File: src/rtl/aes_pkg.sv
// Shared AES datapath types: column-major state, ShiftRows FSM states and row helpers.
// Rows are 32-bit words with column 0 in the top byte (FIPS-197 ordering).
package aes_pkg;

  typedef logic [3:0][3:0][7:0] aes_state_t;

  typedef enum logic [1:0] {IDLE, SHIFT, DONE} shift_rows_state_e;

  // Forward rotates left by amt bytes; inverse rotates right by the same amount.
  function automatic logic [31:0] row_rot(input logic [31:0] row32, input logic [1:0] amt,
                                          input logic inv);
    logic [1:0]  left;
    logic [63:0] dbl;
    left = inv ? (2'd0 - amt) : amt;
    dbl  = {row32, row32};
    return dbl[63 - 8*int'(left) -: 32];
  endfunction

  // Byte (r,c) of the flat 128-bit block lives at element [3-c][3-r] of aes_state_t.
  function automatic logic [31:0] get_row(input aes_state_t s, input logic [1:0] r);
    logic [31:0] row32;
    for (int c = 0; c < 4; c++) row32[31-8*c -: 8] = s[2'(3-c)][2'd3-r];
    return row32;
  endfunction

  function automatic aes_state_t set_row(input aes_state_t s, input logic [1:0] r,
                                         input logic [31:0] row32);
    aes_state_t o;
    o = s;
    for (int c = 0; c < 4; c++) o[2'(3-c)][2'd3-r] = row32[31-8*c -: 8];
    return o;
  endfunction

endpackage

File: src/rtl/aes_row_rotate.sv
// Combinational 32-bit AES row rotator; amount in bytes, direction forward/inverse.
// Zero latency, no state, no backpressure.
module aes_row_rotate
  import aes_pkg::*;
(
  input  logic [31:0] row_in,
  input  logic [1:0]  amt_in,
  input  logic        inv_in,
  output logic [31:0] row_out
);

  assign row_out = row_rot(row_in, amt_in, inv_in);

endmodule

File: src/rtl/shift_rows_engine.sv
// AES ShiftRows/InvShiftRows stage, ROWS_PER_CYCLE rows per cycle; SHIFT_ROWS_PARITY_EN adds parity_out.
// Latency: out_valid rises 4/ROWS_PER_CYCLE edges after accept; one block per 4/ROWS_PER_CYCLE+2 cycles.
// Backpressure: result held in DONE until out_ready; in_ready only in IDLE.
module shift_rows_engine
  import aes_pkg::*;
#(
  parameter int ROWS_PER_CYCLE = 1,
  parameter int TAG_W          = 4
) (
  input  logic             clk_in,
  input  logic             rst_n_in,
  input  logic             in_valid,
  output logic             in_ready,
  input  logic [127:0]     block_in,
  input  logic             inv_in,
  input  logic [TAG_W-1:0] tag_in,
  output logic             out_valid,
  input  logic             out_ready,
  output logic [127:0]     result_out,
  output logic [TAG_W-1:0] tag_out
`ifdef SHIFT_ROWS_PARITY_EN
  ,
  output logic [15:0]      parity_out
`endif
);

  if (!(ROWS_PER_CYCLE == 1 || ROWS_PER_CYCLE == 2 || ROWS_PER_CYCLE == 4)) begin : g_bad_rpc
    $error("shift_rows_engine: ROWS_PER_CYCLE must be 1, 2 or 4");
  end

  shift_rows_state_e state_q, state_d;
  logic [2:0]        cnt_q, cnt_d;
  aes_state_t        src_q, src_d;
  aes_state_t        work_q, work_d;
  logic              inv_q, inv_d;
  logic [TAG_W-1:0]  tag_q, tag_d;

  logic [ROWS_PER_CYCLE-1:0][31:0] rot_in;
  logic [ROWS_PER_CYCLE-1:0][31:0] rot_out;
  logic [ROWS_PER_CYCLE-1:0][1:0]  rot_row;

  // Each lane handles one row of the current batch; the row index is also its rotate amount.
  for (genvar k = 0; k < ROWS_PER_CYCLE; k++) begin : g_rot
    assign rot_row[k] = 2'(cnt_q + 3'(k));
    assign rot_in[k]  = get_row(src_q, rot_row[k]);
    aes_row_rotate u_rot (
      .row_in  (rot_in[k]),
      .amt_in  (rot_row[k]),
      .inv_in  (inv_q),
      .row_out (rot_out[k])
    );
  end

  always_comb begin
    state_d = state_q;
    cnt_d   = cnt_q;
    src_d   = src_q;
    work_d  = work_q;
    inv_d   = inv_q;
    tag_d   = tag_q;
    unique case (state_q)
      IDLE: begin
        if (in_valid) begin
          src_d   = block_in;
          inv_d   = inv_in;
          tag_d   = tag_in;
          cnt_d   = '0;
          state_d = SHIFT;
        end
      end
      SHIFT: begin
        for (int k = 0; k < ROWS_PER_CYCLE; k++) work_d = set_row(work_d, rot_row[k], rot_out[k]);
        cnt_d = cnt_q + 3'(ROWS_PER_CYCLE);
        if (cnt_d == 3'd4) state_d = DONE;
      end
      DONE: begin
        if (out_ready) state_d = IDLE;
      end
      default: state_d = IDLE;
    endcase
  end

  always_ff @(posedge clk_in or negedge rst_n_in) begin
    if (!rst_n_in) begin
      state_q <= IDLE;
      cnt_q   <= '0;
      src_q   <= '0;
      work_q  <= '0;
      inv_q   <= 1'b0;
      tag_q   <= '0;
    end else begin
      state_q <= state_d;
      cnt_q   <= cnt_d;
      src_q   <= src_d;
      work_q  <= work_d;
      inv_q   <= inv_d;
      tag_q   <= tag_d;
    end
  end

  assign in_ready   = (state_q == IDLE);
  assign out_valid  = (state_q == DONE);
  assign result_out = work_q;
  assign tag_out    = tag_q;

`ifdef SHIFT_ROWS_PARITY_EN
  logic [15:0]  parity_q, parity_d;
  logic [127:0] work_flat;

  // Parity tracks the next work register so it lands on the same edge as the final row.
  assign work_flat = work_d;
  always_comb begin
    parity_d = '0;
    for (int i = 0; i < 16; i++) parity_d[i] = ^work_flat[8*i+7 -: 8];
  end

  always_ff @(posedge clk_in or negedge rst_n_in) begin
    if (!rst_n_in) parity_q <= '0;
    else           parity_q <= parity_d;
  end

  assign parity_out = parity_q;
`endif

endmodule
File: config.mk
export PLATFORM = sky130hd
export DESIGN_NAME = shift_rows_engine
export DESIGN_NICKNAME = d
export VERILOG_FILES = /design/src/rtl/aes_pkg.sv /design/src/rtl/aes_row_rotate.sv /design/src/rtl/shift_rows_engine.sv
export SDC_FILE = /design/constraint.sdc
export NUM_CORES = 1
export LEC_CHECK = 0
export CORE_MARGIN = 10
export CORE_UTILIZATION = 40
export DETAILED_ROUTE_END_ITERATION = 12
export MAX_ROUTING_LAYER = met4
export PLACE_DENSITY = 0.78
export SYNTH_ARGS = -nofsm -noshare
export SYNTH_HDL_FRONTEND = slang
export SYNTH_SLANG_ARGS = --single-unit
File: constraint.sdc
create_clock -name clk_in -period 2.4 [get_ports clk_in]
set_clock_uncertainty 0.15 [all_clocks]
set_input_delay 0.36 -clock clk_in [delete_from_list [all_inputs] [get_ports clk_in]]
set_output_delay 0.36 -clock clk_in [all_outputs]
set_load 0.005 [all_outputs]
# Word level (Yosys, flattened, before mapping)
# Index checks and enable logic that the tools add are counted.
# totals
reg_bits	138
input_bits	137
out_inout_bits	134
wordCells	56
# classes
n_addsub	4
magnitude_cmp	2
n_eq_ne	6
n_shift	1
n_mux	17
reduce_logical	6
# ops
cell	count
$shiftx A95 B32 Y16	1
$bwmux W32	2
$bmux W8 S2	3
$mux W8	4
$demux W8 S2	1
$mux W2	4
$sub A6 B5 Y7 const A	1
$pmux W2 S3	1
$pmux W3 S2	1
$ne A2 B2 Y1 const B	2
$reduce_and A2 Y1	2
$add A3 B1 Y3 const B	1
$eq A3 B3 Y1 const B	1
$lt A2 B3 Y1 const B	1
$mux W3	1
$reduce_and A3 Y1	1
$eq A2 B1 Y1 const B	1
$eq A2 B2 Y1 const B	1
$ge A2 B1 Y1 const B	1
$logic_not A2 Y1	1
$ne A2 B1 Y1 const B	1
$reduce_bool A2 Y1	1
$sub A1 B2 Y2 const A	1
$sub A2 B2 Y2 const A	1
$logic_and A1 B1 Y1	1

# Depth between registers and ports, before layout
# logic_depth
ltp_word	6
depth_mapped	11
mapped_depth_nobuf	5

# By module
# A second synthesis with hierarchy kept.
# unflattened
hier_cells	577
area_unflattened_um2	7136.8
# modules_own_cells
mod	n_inst	cells_per_inst	area_per_inst_um2	seq_area_each_um2
shift_rows_engine	1	395	6127.1	3453.3
aes_row_rotate	1	182	1009.7	0.0

# Worst setup path after synthesis
# No wires, ideal clock.
# synth_path
path_kind	reg-to-reg
from	register cnt_q[1]
to	register work_q, in the netlist result_out[20]
setup_ps	141
t_arrival_ps	2067
required_time_ps	2109
path_slack_ps	42
path_stages_with_launch	11
path_buffers	5
synth_period_minus_slack_ps	2358
path_cell_list	dfrtp_1 buf_6 buf_6 buf_4 inv_1 ha_1 buf_4 buf_6 and4b_1 a311oi_1 o31ai_1
# synth_between
elab_chain_cells	6
word_cells_on_any_way	17
cone_classes	add/sub (3); order compare (2); shift (1); mux (10); reduce/logical (1)
# synth_lines
item	line	source
start, declared	shift_rows_engine.sv:32	logic [2:0] cnt_q, cnt_d;
start signal, assigned	shift_rows_engine.sv:93	cnt_q <= cnt_d;
parallel branches: the longest is 5 deep, another holds $sub A6 B5 Y7	-	
$bwmux W32 (*)	aes_pkg.sv:30	for (int c = 0; c < 4; c++) o[2'(3-c)][2'd3-r] = row32[31-8*c -: 8];
end signal, assigned	shift_rows_engine.sv:95	work_q <= work_d;
end, declared	shift_rows_engine.sv:34	aes_state_t work_q, work_d;
# Every way passes the cells marked *. The select of a mux whose other input is x is not followed.
# A chain may end at the register's enable or synchronous reset.

# Worst setup path in the final report
# layout_path
from	register cnt_q[1]
to	register work_q, in the netlist result_out[6]
# Same word-level chain as after synthesis.

==> impl_metrics.env <==
export IMPL_outcome="finished clean"
export IMPL_start_util=0.407
export IMPL_cpMaxStageDelayCell="nor4_2"
export IMPL_num_antenna_cells=0
export IMPL_grt_max_degree=73
export IMPL_clockBufferDepth=2
export IMPL_cts_tree="done"
export IMPL_die_x_um=150
export IMPL_syn_inst=567
export IMPL_final_period_utilization=0.951
export IMPL_dr_pass1_iters=4
export IMPL_place_congestion=0.771
export IMPL_syn_area_per_cell_um2=11.9
export IMPL_min_path_type="in -> async"
export IMPL_hold_violations=0
export IMPL_syn_area_mm2=0.00672
export IMPL_stdcell_count=945
export IMPL_nNetsFinal=854
export IMPL_worst_setup_path_type="reg -> reg"
export IMPL_clock_sinks=138
export IMPL_grt_use_total=0.154
export IMPL_synth_cell_types=31
export IMPL_synthFlopType="dfrtp_1"
export IMPL_pwr_density_cell_mw_per_mm2=1390
export IMPL_drive_gt1_frac=0.192
export IMPL_crit_path_max_fanout=42
export IMPL_cp_num_buf_inv=2
export IMPL_top_layer="met4"
export IMPL_synth_top_area_frac=0.514
export IMPL_grt_pass1_vias=4762
export IMPL_dpl_hpwl_um=12800
export IMPL_first_iter_violations=270
export IMPL_ys_ff_latch=138
export IMPL_die_area_mm2=0.0224
export IMPL_via_per_inst=4.89
export IMPL_tns_ns=0
export IMPL_crit_chain="inv_1, ha_1, buf_12, and4b_1, nor4_2, o31ai_1"
export IMPL_htreeDepth=4
export IMPL_whs_ns=0.313
export IMPL_antenna_left=0
export IMPL_vias=4625
export IMPL_rsz0062_at_grt="no"
export IMPL_fp_dieH_um=150
export IMPL_yosysTopAreaCell="dfrtp_1"
export IMPL_worst_ep_arrival_time_ns=2.39
export IMPL_peakVddDrop_mv=0.863
export IMPL_wl_per_cell_um=18.0
export IMPL_fp_row_count=47
export IMPL_setup_viol=0
export IMPL_wl_met2_um=7990
export IMPL_wl_met1_um=7610
export IMPL_synth_edf_count=0
export IMPL_max_clock_freq_ghz=0.438
export IMPL_clk_latency_ns=0.41
export IMPL_drv_slew=0
export IMPL_endpoint_kind="register"
export IMPL_antenna_found_initial=0
export IMPL_ys_async_sr_fraction=1.00
export IMPL_wl_met3_um=1230
export IMPL_core_area_mm2=0.0165
export IMPL_cts_made_buffers=17
export IMPL_p_leak_nw=3.76
export IMPL_synthTopCellsByArea="dfrtp_1, mux2_2, buf_4, o31ai_1, nand2_1"
export IMPL_period_needed_ns=2.28
export IMPL_yosysWarnings=0
export IMPL_port_buffers=142
export IMPL_dp_cells=912
export IMPL_cp_start_kind="register"
export IMPL_yosysSeqAreaShare=0.514
export IMPL_path_clk_slew_ns=0.06
export IMPL_root_buffer="clkbuf_16"
export IMPL_worst_pin_slew_ns=0.683
export IMPL_power_total_mw=12.1
export IMPL_grt_first_pass_wirelength_um=26300
export IMPL_worst_path_largest_cell_delay_ns=0.52
export IMPL_drc=0
export IMPL_wirelength_um=17000
export IMPL_syn2layout_area_growth_pct=30.1
export IMPL_drv_cap=0
export IMPL_cts_setup_buffers=0
export IMPL_boundaryPins=271
export IMPL_max_slew_margin=0.544
export IMPL_critPathTopFamily="simple AND/OR/NAND/NOR gates"
export IMPL_overflow=0
export IMPL_worst_ep_required_time_ns=2.51
==> power by group <==
| group | total [mW] | switching (mW) | internal, mW |
|---|---|---|---|
| combinational | 5.65 | 2.78 | 2.87 |
| clock | 2.43 | 0.933 | 1.50 |
| sequential | 4.05 | 0.625 | 3.43 |
==> synthesized netlist by cell type, types with 5 or more instances <==
| library cell | count |
|---|---|
| buf_2 | 14 |
| dfrtp_1 | 138 |
| and4b_1 | 15 |
| inv_1 | 5 |
| nor3b_1 | 26 |
| mux2_4 | 10 |
| nand3_1 | 7 |
| nor4_1 | 6 |
| o21ai_0 | 22 |
| nand3b_1 | 11 |
| buf_6 | 8 |
| nor4_2 | 7 |
| clkbuf_1 | 16 |
| mux2_2 | 59 |
| mux4_2 | 5 |
| ha_1 | 5 |
| nand4b_1 | 7 |
| nand2_1 | 72 |
| o31ai_1 | 44 |
| buf_4 | 68 |
| and4_1 | 7 |
==> cell usage in the layout (no fill, tap or decap), drive strengths merged, types with 5 or more instances in the layout <==
cell type,netlist,final
clkdlybuf4s50,0,141
dfrtp,138,138
nand2,72,72
mux2,69,69
conb,1,64
o31ai,44,44
buf,90,27
nor3b,26,26
clkbuf,16,24
o21ai,22,22
and4b,15,15
nor4,13,13
nand3b,11,11
nand4b,7,7
nand3,7,7
and4,7,7
clkinv,0,7
inv,5,5
mux4,5,5
ha,5,5
==> path summary, 6_finish.rpt <==
check	from	end	slack (ns)	cells after the start
max	cnt_q[1]	result_out[6]	0.12	6
min	rst_n_in	src_q[3]	0.31	2
max reg2reg	cnt_q[1]	result_out[6]	0.12	6
min reg2reg	result_out[47]	result_out[47]	0.32	2
max in group asynchronous	rst_n_in	result_out[11]	1.13	3
min in group clk_in	result_out[47]	result_out[47]	0.32	2
==> routing by layer <==
metal / GRT usage / vias up
met5: - / -
met4: 0.0432 / 0
met3: 0.0474 / 12
met2: 0.235 / 144
met1: 0.195 / 2285
li1: - / 2184
==> timing repair <==
| item | 4_1_cts | 5_1_grt |
|---|---|---|
| setup endpoints to repair | 0 | 4 |
| resized for setup | 0 | 1 |
| endpoints found under the hold margin | 45 | 0 |
| hold buffers | 1 | 0 |
==> worst reg2reg max path: stages, from the launching register on <==
cell     delay [ns]
dfrtp_2        0.35
inv_1          0.08
ha_1           0.40
buf_12         0.23
and4b_1        0.24
nor4_2         0.52
o31ai_1        0.17
==> state kept, by name (all words and copies together), names as in the netlist <==
name / flops
cnt_q: 3
inv_q: 1
result_out: 64
src_q: 64
state_q: 2
tag_out: 4
==> final cells by class <==
cell class | instances | area (um2)
tap | 220 | 275
timing repair buffer | 169 | 1680
inverter | 5 | 18.8
clock inverter | 8 | 68.8
multi-input combinational | 381 | 2770
clock buffer | 24 | 482
sequential | 138 | 3450
fill | 1465 | 7780
==> through the flow <==
step | utilization | worst slack (ns) | instance area [um2]
floorplan | - | 0.0417 | 6960
global placement | 0.495 | 0.120 | 8170
detailed placement | 0.495 | 0.0776 | 8170
CTS | 0.529 | 0.0648 | 8730
global route | 0.529 | 0.00431 | 8740
finish | 0.529 | 0.117 | 8740
==> logic make-up (layout without fill, tap and decap cells) <==
| group | after synthesis | count (layout) | share of synthesized area |
|---|---|---|---|
| AOI/OAI and AO/OA | 71 | 71 | 0.0719 |
| adders and majority gates | 5 | 5 | 0.00931 |
| buffers and inverters | 111 | 206 | 0.112 |
| DFF | 138 | 138 | 0.514 |
| muxes | 76 | 76 | 0.141 |
| other | 1 | 64 | 0.000558 |
| and+or+nand+nor | 165 | 165 | 0.152 |
Note: power is estimated with default switching activity, not from simulation.
